### src/rtl/key_entry_if.sv
// Keypad entry bus: raw key code toward the entry block, entry/commit status back.
interface key_entry_if;
   logic [3:0]  key;
   logic [15:0] entry_buf;
   logic [2:0]  digit_cnt;
   logic        busy;
   logic [15:0] value;
   logic        value_valid;
   logic        err;
   logic        timeout;

   modport master (
      output key,
      input  entry_buf, digit_cnt, busy, value, value_valid, err, timeout
   );

   modport slave (
      input  key,
      output entry_buf, digit_cnt, busy, value, value_valid, err, timeout
   );
endinterface

### src/rtl/key_entry.sv
// BCD keypad entry buffer with backspace/clear/enter and registered status pulses.
// Optional idle-abort in ENTRY is built only when KEY_ENTRY_TIMEOUT_EN is defined.
module key_entry #(
   parameter int MAX_DIGITS  = 4,
   parameter int TIMEOUT_CYC = 5000
) (
   input  logic         clk,
   input  logic         rst_n,
   key_entry_if.slave   bus
);

   typedef enum logic {S_IDLE, S_ENTRY} state_t;

   localparam logic [15:0] BUF_MASK = (16'h1 << (4 * MAX_DIGITS)) - 16'h1;
   localparam logic [2:0]  MAX_CNT  = 3'(MAX_DIGITS);

   if (MAX_DIGITS < 1 || MAX_DIGITS > 4 || TIMEOUT_CYC < 2) begin : g_bad_param
      $error("key_entry: MAX_DIGITS must be 1..4 and TIMEOUT_CYC >= 2");
   end

   state_t      state_q, state_d;
   logic [15:0] buf_q, buf_d;
   logic [2:0]  cnt_q, cnt_d;
   logic [15:0] value_q, value_d;
   logic        vv_q, vv_d;
   logic        err_q, err_d;
   logic [3:0]  key_prev_q;
   logic        armed_q;
   logic        evt;

   // key_prev resets to 'no key', so armed_q masks the first cycle after reset
   // to keep a key held through reset release from being seen as a new press.
   assign evt = armed_q && (bus.key != 4'hF) && (bus.key != key_prev_q);

`ifdef KEY_ENTRY_TIMEOUT_EN
   localparam int            CW   = $clog2(TIMEOUT_CYC);
   localparam logic [CW-1:0] LAST = CW'(TIMEOUT_CYC - 1);

   logic [CW-1:0] idle_q, idle_d;
   logic          to_q, to_d;
   logic          expire;

   assign expire = (state_q == S_ENTRY) && (idle_q == LAST) && !evt;

   always_comb begin
      idle_d = idle_q + 1'b1;
      to_d   = expire;
      if (state_q != S_ENTRY || evt || expire) idle_d = '0;
   end

   always_ff @(posedge clk or negedge rst_n) begin
      if (!rst_n) begin
         idle_q <= '0;
         to_q   <= 1'b0;
      end else begin
         idle_q <= idle_d;
         to_q   <= to_d;
      end
   end

   assign bus.timeout = to_q;
`else
   assign bus.timeout = 1'b0;
`endif

   always_comb begin
      state_d = state_q;
      buf_d   = buf_q;
      cnt_d   = cnt_q;
      value_d = value_q;
      vv_d    = 1'b0;
      err_d   = 1'b0;
      if (evt) begin
         unique case (bus.key)
            4'h0, 4'h1, 4'h2, 4'h3, 4'h4, 4'h5, 4'h6, 4'h7, 4'h8, 4'h9: begin
               if (state_q == S_IDLE) begin
                  buf_d   = {12'h000, bus.key} & BUF_MASK;
                  cnt_d   = 3'd1;
                  state_d = S_ENTRY;
               end else if (cnt_q < MAX_CNT) begin
                  buf_d = ((buf_q << 4) | {12'h000, bus.key}) & BUF_MASK;
                  cnt_d = cnt_q + 3'd1;
               end else begin
                  err_d = 1'b1;
               end
            end
            4'hA: begin
               if (state_q == S_IDLE) begin
                  err_d = 1'b1;
               end else begin
                  buf_d = buf_q >> 4;
                  cnt_d = cnt_q - 3'd1;
                  if (cnt_q == 3'd1) state_d = S_IDLE;
               end
            end
            4'hB: begin
               buf_d   = '0;
               cnt_d   = '0;
               state_d = S_IDLE;
            end
            4'hC: begin
               if (state_q == S_IDLE) begin
                  err_d = 1'b1;
               end else begin
                  value_d = buf_q;
                  vv_d    = 1'b1;
                  buf_d   = '0;
                  cnt_d   = '0;
                  state_d = S_IDLE;
               end
            end
            default: ;
         endcase
      end
`ifdef KEY_ENTRY_TIMEOUT_EN
      else if (expire) begin
         buf_d   = '0;
         cnt_d   = '0;
         state_d = S_IDLE;
      end
`endif
   end

   always_ff @(posedge clk or negedge rst_n) begin
      if (!rst_n) begin
         state_q    <= S_IDLE;
         buf_q      <= '0;
         cnt_q      <= '0;
         value_q    <= '0;
         vv_q       <= 1'b0;
         err_q      <= 1'b0;
         key_prev_q <= 4'hF;
         armed_q    <= 1'b0;
      end else begin
         state_q    <= state_d;
         buf_q      <= buf_d;
         cnt_q      <= cnt_d;
         value_q    <= value_d;
         vv_q       <= vv_d;
         err_q      <= err_d;
         key_prev_q <= bus.key;
         armed_q    <= 1'b1;
      end
   end

   assign bus.entry_buf   = buf_q;
   assign bus.digit_cnt   = cnt_q;
   assign bus.busy        = (state_q == S_ENTRY);
   assign bus.value       = value_q;
   assign bus.value_valid = vv_q;
   assign bus.err         = err_q;

endmodule

### src/flat_wrapper.sv
// flat-port wrapper written by rule: the top's interface ports become plain ports
module key_entry_flat 
#(
   parameter int MAX_DIGITS  = 4,
   parameter int TIMEOUT_CYC = 5000
)
  (clk, rst_n, bus_key, bus_entry_buf, bus_digit_cnt, bus_busy, bus_value, bus_value_valid, bus_err, bus_timeout);
  key_entry_if bus_i ();
  input  logic clk;
  input  logic rst_n;
  input wire logic [$bits(bus_i.key)-1:0] bus_key;
  output wire logic [$bits(bus_i.entry_buf)-1:0] bus_entry_buf;
  output wire logic [$bits(bus_i.digit_cnt)-1:0] bus_digit_cnt;
  output wire logic [$bits(bus_i.busy)-1:0] bus_busy;
  output wire logic [$bits(bus_i.value)-1:0] bus_value;
  output wire logic [$bits(bus_i.value_valid)-1:0] bus_value_valid;
  output wire logic [$bits(bus_i.err)-1:0] bus_err;
  output wire logic [$bits(bus_i.timeout)-1:0] bus_timeout;
  assign bus_i.key = bus_key;
  assign bus_entry_buf = bus_i.entry_buf;
  assign bus_digit_cnt = bus_i.digit_cnt;
  assign bus_busy = bus_i.busy;
  assign bus_value = bus_i.value;
  assign bus_value_valid = bus_i.value_valid;
  assign bus_err = bus_i.err;
  assign bus_timeout = bus_i.timeout;
  key_entry #(.MAX_DIGITS(MAX_DIGITS), .TIMEOUT_CYC(TIMEOUT_CYC)) u_core (.clk(clk), .rst_n(rst_n), .bus(bus_i));
endmodule
### config.mk
export PLATFORM = sky130hd
export DESIGN_NAME = key_entry_flat
export DESIGN_NICKNAME = d
export VERILOG_FILES = /design/src/rtl/key_entry_if.sv /design/src/rtl/key_entry.sv /design/src/flat_wrapper.sv
export SDC_FILE = /design/constraint.sdc
export NUM_CORES = 1
export LEC_CHECK = 0
export ABC_CLOCK_PERIOD_IN_PS = 2500
export CAP_MARGIN = 5
export CORE_ASPECT_RATIO = 1.1
export CORE_UTILIZATION = 42
export CTS_BUF_LIST = sky130_fd_sc_hd__clkbuf_2 sky130_fd_sc_hd__clkbuf_4 sky130_fd_sc_hd__clkbuf_8
export DETAILED_ROUTE_END_ITERATION = 8
export GPL_TIMING_DRIVEN = 0
export PLACE_DENSITY = 0.71
export SLEW_MARGIN = 10
export SYNTH_ARGS = -nofsm -noshare
export SYNTH_HDL_FRONTEND = slang
export SYNTH_SLANG_ARGS = --single-unit
### constraint.sdc
create_clock -name clk -period 2.5 [get_ports clk]
set_input_delay 0.25 -clock clk [delete_from_list [all_inputs] [get_ports clk]]
set_output_delay 0.25 -clock clk [all_outputs]
set_load 0.02 [all_outputs]
Word level (Yosys, flattened, before mapping)
Cells that the tools add are included.
Operators by class
  add/sub/neg operators: 2
  order comparisons: 1
  eq/ne operators: 18
  multiplexer cells: 21
  bitwise logic cells: 1
  reduce and logical (&&, ||, !) cells: 11
Operators with widths (count)
  two-way mux 16 bit: 4
  case mux 16 bit (4 select lines): 1
  equality test 4 bit (second input constant): 5
  equality test 4 x 3 -> 1 bit (second input constant): 4
  OR 16 x 4 -> 16 bit: 1
  two-way mux 3 bit: 4
  case mux 3 bit (4 select lines): 1
  OR reduction 10 bit: 1
  two-way mux 1 bit: 9
  equality test 4 x 2 -> 1 bit (second input constant): 2
  AND reduction 5 bit: 1
  equality test 4 x 1 -> 1 bit (second input constant): 1
  logical NOT 4 bit: 1
  inequality test 2 x 1 -> 1 bit (second input constant): 2
  inequality test 4 bit: 1
  inequality test 4 bit (second input constant): 1
  nonzero test 4 bit: 1
  OR reduction 2 bit: 2
  adder 3 x 1 -> 3 bit (second input constant): 1
  equality test 3 x 1 -> 1 bit (second input constant): 1
  < comparator 3 bit (second input constant): 1
  inequality test 3 bit (second input constant): 1
  case mux 1 bit (3 select lines): 1
  AND reduction 3 bit: 1
  other kinds (5): 6
Word-level totals
  bits in registers: 43
  input bits: 6
  output and inout bits: 39
  logic and storage cells: 62

Depth between registers and ports, before layout
  depth after elaboration: 5
  mapped depth: 8
  gate-level depth less buffers: 5

Worst setup path after synthesis
No wires, ideal clock.
  kind: flip-flop to flip-flop
  start: register u_core.state_q (netlist: u_core.bus.busy)
  end: register u_core.buf_q[9] (netlist: u_core.bus.entry_buf[9])
  setup time: 0.123 ns
  data arrival time: 1.743 ns
  required time: 2.377 ns
  slack: 0.634 ns
  cell stages (with the launch flop): 7
  path buffers: 1
  clock period less this slack: 1.866 ns
  cells stage by stage: dfrtp_1 > nand4bb_1 > a21oi_1 > or4b_4 > buf_6 > a221oi_2 > nor2_1
On the way
  word-level cells in the longest chain between the ends: 2
  elaborated cells on any way between the ends: 6
  those cells by class: 3 x eq/ne; 2 x mux; 1 x reduce/logical
Ends and longest elaborated chain
  start: declaration: line key_entry.sv:21  | state_t state_q, state_d;
  start signal: assignment: line key_entry.sv:135  | state_q <= state_d;
  inequality test 3 bit (no line) (tied with other cells)
  AND reduction 5 bit (no line) or case mux 16 bit (4 select lines) (tied branches)
  end signal: assignment: line key_entry.sv:136  | buf_q <= buf_d;
  end: declaration: line key_entry.sv:22  | logic [15:0] buf_q, buf_d;
Parallel ways exist; a longest one is shown, timed or not.
A chain may end at the register's enable or synchronous reset.

Worst setup path after layout
  start: input port bus_key[1]
  end: register u_core.buf_q[6] (netlist: u_core.bus.entry_buf[6])
On the way
  word-level cells in the longest chain between the ends: 4
  elaborated cells on any way between the ends: 24
  those cells by class: 17 x eq/ne; 1 x mux; 6 x reduce/logical
Ends and longest elaborated chain
  start: declaration: line flat_wrapper.sv:11  | input wire logic [$bits(bus_i.key)-1:0] bus_key;
  equality test 4 x 1 -> 1 bit (tied with other cells): line key_entry.sv:74  | unique case (bus.key)
  OR reduction 10 bit or logical AND 1 bit (tied branches): line key_entry.sv:74, key_entry.sv:33
  inequality test 3 bit (no line) (tied with other cells)
  AND reduction 5 bit (no line)
Parallel ways exist; a longest one is shown, timed or not.

==> flow_metrics.env <==
export IMPL_clock_sink_count=43
export IMPL_routed_via_count=1478
export IMPL_cts_made_buffers=5
export IMPL_mappedNetlistArea_mm2=0.002120
export IMPL_stdcell_count=285
export IMPL_area_growth_synth_to_final_pct=31.23
export IMPL_track_usage_pct=17.15
export IMPL_syn_nets=185
export IMPL_yosys_cell_types_count=42
export IMPL_floorplan_die_width_um=69.73
export IMPL_route_final_wire_length_um=4056
export IMPL_route_detailed_vias_per_inst=5.186
export IMPL_drive_gt1_share_pct=24.02
export IMPL_core_area_mm2=0.004750
export IMPL_numPlacedInstances=276
export IMPL_global_route_overflow_total=0
export IMPL_postSynth_asyncResetShare_pct=100.0
export IMPL_largest_net_degree_at_the_start_of_global_routing=31
export IMPL_remaining_drc_errors=0
export IMPL_pwr_density_cell_mw_per_mm2=1107
export IMPL_critical_path_slowest_cell="sky130_fd_sc_hd__o21ai_0"
export IMPL_final_nets=237
export IMPL_detailedPlacementHpwl_um=2855
export IMPL_htree_levels=2
export IMPL_hold_path_class="primary input to async pin"
export IMPL_final_cell_mix="sky130_fd_sc_hd__clkdlybuf4s50_1 (42), sky130_fd_sc_hd__dfrtp_1 (39), sky130_fd_sc_hd__nor2_1 (23), sky130_fd_sc_hd__inv_1 (14)"
export IMPL_fin_total_pwr_uw=3078
export IMPL_most_frequent_standard_cell_in_the_layout_excluding_fill_and_tap_cells="sky130_fd_sc_hd__clkdlybuf4s50_1"
export IMPL_crit_type="primary input to flop"
export IMPL_grt_setup_unrepaired="false"
export IMPL_syn_inst=176
export IMPL_row_count=26
export IMPL_critPathLaunchType="primary input"
export IMPL_yosysTopAreaCell="sky130_fd_sc_hd__dfrtp_1"
export IMPL_critPathCaptureType="flop"
export IMPL_reg2reg_slack_ns=0.57
export IMPL_portion_of_the_post_synthesis_area_used_by_sequential_elements_pct=51.00
export IMPL_initialDrtViolationCount=120
export IMPL_die_outline_area_mm2=0.005335
export IMPL_number_of_flops_mapped_to_enable_cells_by_yosys=0
export IMPL_worst_max_slew_pin_slew_ns=0.6517
export IMPL_die_h_um=76.51
export IMPL_period_minus_slack_ns=2.084
export IMPL_antenna_violations_before_repair=0
export IMPL_fin_worst_skew_ns=0.007174
export IMPL_crit_path_max_fanout=10
export IMPL_total_leakage_power_uw=0.001220
export IMPL_yosys_warnings=0
export IMPL_rr_startpoint="u_core.bus.busy"
export IMPL_detail_route_first_pass_iterations=4
export IMPL_worst_endpoint_required_ns=2.72
export IMPL_portBuffers=43
export IMPL_global_route_wire_length_before_repair_um=7293
export IMPL_hold_worst_slack_ns=0.3792
export IMPL_grt_pass1_vias=1480
export IMPL_worst_setup_hold_path_clk_slew_ns=0.08
export IMPL_avgRoutedWirePerCell_um=14.23
export IMPL_antenna_cells=0
export IMPL_clock_tree_buffer_depth=2
export IMPL_cts_tree="yes"
export IMPL_netlist_area_leader_share_pct=46.04
export IMPL_clk_insertion_delay_late_ns=0.30
export IMPL_timing_reg2reg_worst_path_depth=6
export IMPL_place_area_mm2=0.002635
export IMPL_maxSlewHeadroom_pct=56.55
export IMPL_yosys_most_used_dff="sky130_fd_sc_hd__dfrtp_1"
export IMPL_path_cells="clkdlybuf4s50_1 > buf_2 > nor3b_1 > o21ai_0 > and2_1 > buf_4 > a221oi_2 > nor2_1"
export IMPL_synthesis_area_per_instance_um2=12.04
export IMPL_cap_violations=0
export IMPL_critical_path_max_stage_delay_ns=0.49
export IMPL_timing_fmax_ghz=0.4800
export IMPL_finalSetupTns_ns=0
export IMPL_result_of_the_run="completed"
export IMPL_final_number_of_hold_violating_endpoints=0
export IMPL_initial_utilization_pct=44.63
export IMPL_netlist_top_cells_area="sky130_fd_sc_hd__dfrtp_1 (46%), sky130_fd_sc_hd__mux2_4 (6.4%), sky130_fd_sc_hd__a221oi_2 (5.0%)"
export IMPL_max_vdd_ir_drop_mv=0.3572
export IMPL_synth_seq_cells=43
export IMPL_io_pins=45
export IMPL_finalMaxSlewViolations=0
export IMPL_post_cts_setup_buffer_count=0
export IMPL_timing_final_setup_violations=0
export IMPL_min_period_over_period_pct=83.34
export IMPL_finalWeightedCongestion=0.8285
export IMPL_cts_root_buf="sky130_fd_sc_hd__clkbuf_8"
export IMPL_cp_data_arrival_time_ns=2.31
export IMPL_route_antenna_remaining_nets=0
export IMPL_timing_rr_end="u_core.bus.entry_buf[6]"
export IMPL_design_area_mm2=0.002781
-- sequential cells by signal, indices dropped and copies added (netlist names) --
register                cells
u_core.bus.entry_buf       16
u_core.bus.value           16
u_core.key_prev_q           4
u_core.bus.digit_cnt        3
u_core.armed_q              1
u_core.bus.busy             1
u_core.bus.err              1
u_core.bus.value_valid      1
-- per-stage QoR --
stage	utilization (%)	setup slack (ns)
3_5_place_dp	55.48	0.1005
5_1_grt	58.56	0.2404
6_report	58.56	0.4165
2_1_floorplan	-	0.6342
4_1_cts	58.56	0.3969
3_3_place_gp	55.16	0.03206
-- critical path: cells and delay by family --
kind	cells	cell delay (ns)
AO/OA/AOI/OAI	2	0.56
buffers and inverters	3	0.94
AND/OR/NAND/NOR	3	0.55
-- how the worst max path moves through the flow --
stage	start	endpoint	depth (start not counted)
final	bus_key[1]	u_core.bus.entry_buf[6]	8
after global routing	bus_key[1]	u_core.bus.entry_buf[10]	8
after CTS	bus_key[1]	u_core.bus.entry_buf[6]	8
after detailed placement	bus_key[1]	u_core.bus.entry_buf[10]	8
after global placement	rst_n	u_core.bus.value[6]	1
after floorplan	u_core.bus.busy	u_core.bus.entry_buf[9]	6
-- cells in the mapped netlist (2+ instances only) --
cell type,n
sky130_fd_sc_hd__buf_2,2
sky130_fd_sc_hd__xnor2_1,3
sky130_fd_sc_hd__a221oi_1,2
sky130_fd_sc_hd__ha_1,3
sky130_fd_sc_hd__buf_4,4
sky130_fd_sc_hd__dfrtp_1,39
sky130_fd_sc_hd__nand3b_1,2
sky130_fd_sc_hd__mux2_2,8
sky130_fd_sc_hd__nor2_1,23
sky130_fd_sc_hd__a221oi_2,7
sky130_fd_sc_hd__nor3b_1,2
sky130_fd_sc_hd__nand3_1,5
sky130_fd_sc_hd__nor2b_1,2
sky130_fd_sc_hd__buf_6,3
sky130_fd_sc_hd__nand2_1,2
sky130_fd_sc_hd__o21ai_0,9
sky130_fd_sc_hd__a31oi_1,2
sky130_fd_sc_hd__o21ai_1,3
sky130_fd_sc_hd__conb_1,2
sky130_fd_sc_hd__dfstp_2,4
sky130_fd_sc_hd__a21oi_1,7
sky130_fd_sc_hd__inv_1,14
sky130_fd_sc_hd__mux2_4,9
-- final cells by class --
cell class                      instances  area, um2
Tap cell                               56      70.07
Timing Repair Buffer                   45      455.4
Multi-Input combinational cell        107      884.6
Fill cell                             420       1968
Buffer                                 12      101.3
Clock inverter                          2      60.06
Sequential cell                        43       1081
Inverter                               14      52.55
Clock buffer                            6      76.32
-- cell families after synthesis --
family	Yosys count	synth area share, %
compound gates	37	14.11
xor+xnor	4	2.008
fa+ha+maj	3	1.771
buf+inv	26	7.261
flops	43	51.00
mux	17	10.63
other cells	2	0.3543
simple gates	44	12.87
-- report_power, final --
group          leakage, uW  switching [uW]  internal (uW)
registers         0.000529             240            930
clock network    0.0000688             242            410
logic             0.000622             600            656
total              0.00122            1080           2000
-- repair_timing --
| action | in CTS | in global routing |
|---|---|---|
| hold endpoints to repair | 9 | 0 |
| hold buffers | 1 | 0 |
| gates resized for setup | 0 | 0 |
-- layer usage --
layer / vias to the layer above / routed length (um) / global-route usage, %
met3: 5 / 173 / 3.175
met4: 0 / 48 / 6.600
met1: 720 / 1893 / 23.99
met2: 39 / 1942 / 26.41
li1: 714 / - / -
met5: - / 0 / 0
Note: power is estimated with default switching activity, not from simulation.
==> variant (config.mk and constraints unchanged) <==
Build with the macro `KEY_ENTRY_TIMEOUT_EN` defined.
--- a/src/rtl/key_entry.sv
+++ b/src/rtl/key_entry.sv
@@ -1,4 +1,6 @@
 // BCD keypad entry buffer with backspace/clear/enter and registered status pulses.
 // Optional idle-abort in ENTRY is built only when KEY_ENTRY_TIMEOUT_EN is defined.
+`define KEY_ENTRY_TIMEOUT_EN
+
 module key_entry #(
    parameter int MAX_DIGITS  = 4,
Check against the original RTL: no difference found for any inputs over 4 cycles, from zero or initial values and one cycle with rst_n low; that may be too few to reach the edited logic, so the function may still have changed.
==> variant against the unedited design <==
  * Core utilization down 3.2 points
  * Final area grew 23%
  * Synthesized cell count is 27% higher
  * Die area grew 25%
  * Sequential share of layout area is 3.1 points higher
  * Setup slack worse by 0.22 ns
  * Register-to-register slack worse by 0.33 ns
  * Synthesized area increased by 26%
  * Sequential cell count rose by 14
  * Total power fell by 12%
  * Wire length rose by 29%
  * Count of clock-buffer cells in the layout up 6
  * Combinational power shrank 42%
  * Clock skew grew 0.0010 ns
  * Critical endpoint is now u_core.bus.value[8]
==> variant: results (changes against the unedited design) <==
WP data arrival=2.52 ns (+0.21 ns); setup slack at placement=-0.344 ns (-0.444 ns); Vias=1890 (+28%); most instantiated cells after synthesis=dfrtp_1 (53), nor2_1 (21), nand2_1 (16); synth warn=0 (unchanged); metal2 WL=2.45 mm (+26%); Initial Util=43.2% (-1.4 points); share of layout cells above drive strength 1=18.7% (-5.4 points); ClkCell Share=5.54% (+0.64 points); status=completed; first-pass GRT wire length=9.13 mm (+25%); Critical path origin=bus_key[2]; WL final=5.24 mm (+29%); drt initial violations=85 (-29%); Hold Path Class=in -> reg; met3 wire length=195 um (+13%); multi-input gate share of total cell area=33.3% (+1.5 points); Seq area share=42.0% (+3.1 points); met2 usage=27.0% (+0.62 points); Area contributors post-synth=dfrtp_1 (50%), mux2_4 (5.1%), dfstp_2 (4.0%), xor2_1 (4.0%), o2bb2ai_1 (3.6%); CTS clk-pin slew, worst paths=0.06 ns (-0.02 ns); final hold slack=0.355 ns (-0.0239 ns); syn nets=233 (+26%); clk_lat worst skew=0.33 ns (+0.03 ns); vias in the first global route=1861 (+26%); clk_skew=0.00821 ns (+0.00104 ns); routed metal-1 wirelength=2.50 mm (+32%); Inverters=5 (-9); Worst Max-Slew Pin Slew=0.712 ns (+0.0599 ns); r2r startpoint=u_core.key_prev_q[2]; clkbuf count=12 (+6); Overall Global Routing Usage=18.1% (+0.92 points); Total Nets Final=290 (+22%); largest net degree at the start of global routing=58 (+87%); Max IR drop VDD=0.000483 V (+35%); htree depth=3 (+1); HPWL Detailed=3.64 mm (+27%); drt first pass iters=5 (+1); Cell variety after synth=43 (+2.4%); RePlAce Congestion=0.823 (-0.70%); TritonCTS Buffers=9 (+4); CTS Sinks=57 (+33%); buffering overhead=15.7% (-4.4 points); initial antenna violation count=0 (unchanged); Multi-In Gates=149 (+39%); Signal buffers=58 (+1.8%); Filler Cells Inserted=556 (+32%); met1 global-route usage=24.2% (+0.26 points); # port buffers=44 (+2.3%)
-- variant: cell count changes after synthesis, moves of 8 or more --
cell       unedited run  this run
a22oi_1               0         8
inv_1                14         5
dfrtp_1              39        53
nand2_1               2        16
o2bb2ai_1             0        11
xor2_1                0        12
-- variant: worst register-to-register path: cells and delay by family, from the launching register on --
kind	cells	cell delay (ns)
buffers and inverters	2	0.40
flip-flops	1	0.52
XOR/XNOR	1	0.17
AND/OR/NAND/NOR	3	0.75
multiplexers	1	0.31
-- variant: kinds of logic after synthesis --
group	share of synthesized area [%]
buf+inv	3.67
flops	53.8
compound gates	14.4
xor+xnor	5.27
mux	8.04
simple gates	12.8
other cells	0.141
fa+ha+maj	1.88
-- variant: where the power goes --
group          total (mW)  internal (mW)  switching (mW)
Combinational       0.730          0.363           0.367
Sequential           1.16           1.04           0.115
Clock               0.824          0.486           0.337
Total                2.71           1.89           0.820
-- variant: through the flow --
stage          std cells  area [um^2]  TNS (ns)
4_1_cts              363         3400         0
3_3_place_gp         347         3200    -37.36
2_1_floorplan        223         2660         0
6_report             364         3410         0
3_5_place_dp         347         3200     -7.71
5_1_grt              364         3410         0
-- variant: timing repair --
item | 4_1_cts | 5_1_grt
endpoints found under the setup margin | 0 | 22
hold endpoints to repair | 39 | 0
buffers inserted | 0 | 1
resized for setup | 0 | 1
hold buffers | 1 | 0
-- variant: path summary, 6_finish.rpt --
| kind | endpoint | slack, ns | depth (start not counted) |
|---|---|---|---|
| max | u_core.bus.value[8] | 0.20 | 9 |
| min | u_core.key_prev_q[2] | 0.36 | 1 |
| max reg2reg | u_core.bus.value[8] | 0.24 | 7 |
| min reg2reg | u_core.idle_q[0] | 0.46 | 1 |
| max in group asynchronous | u_core.bus.digit_cnt[2] | 1.52 | 2 |
| min in group asynchronous | u_core.bus.value[11] | 0.50 | 2 |
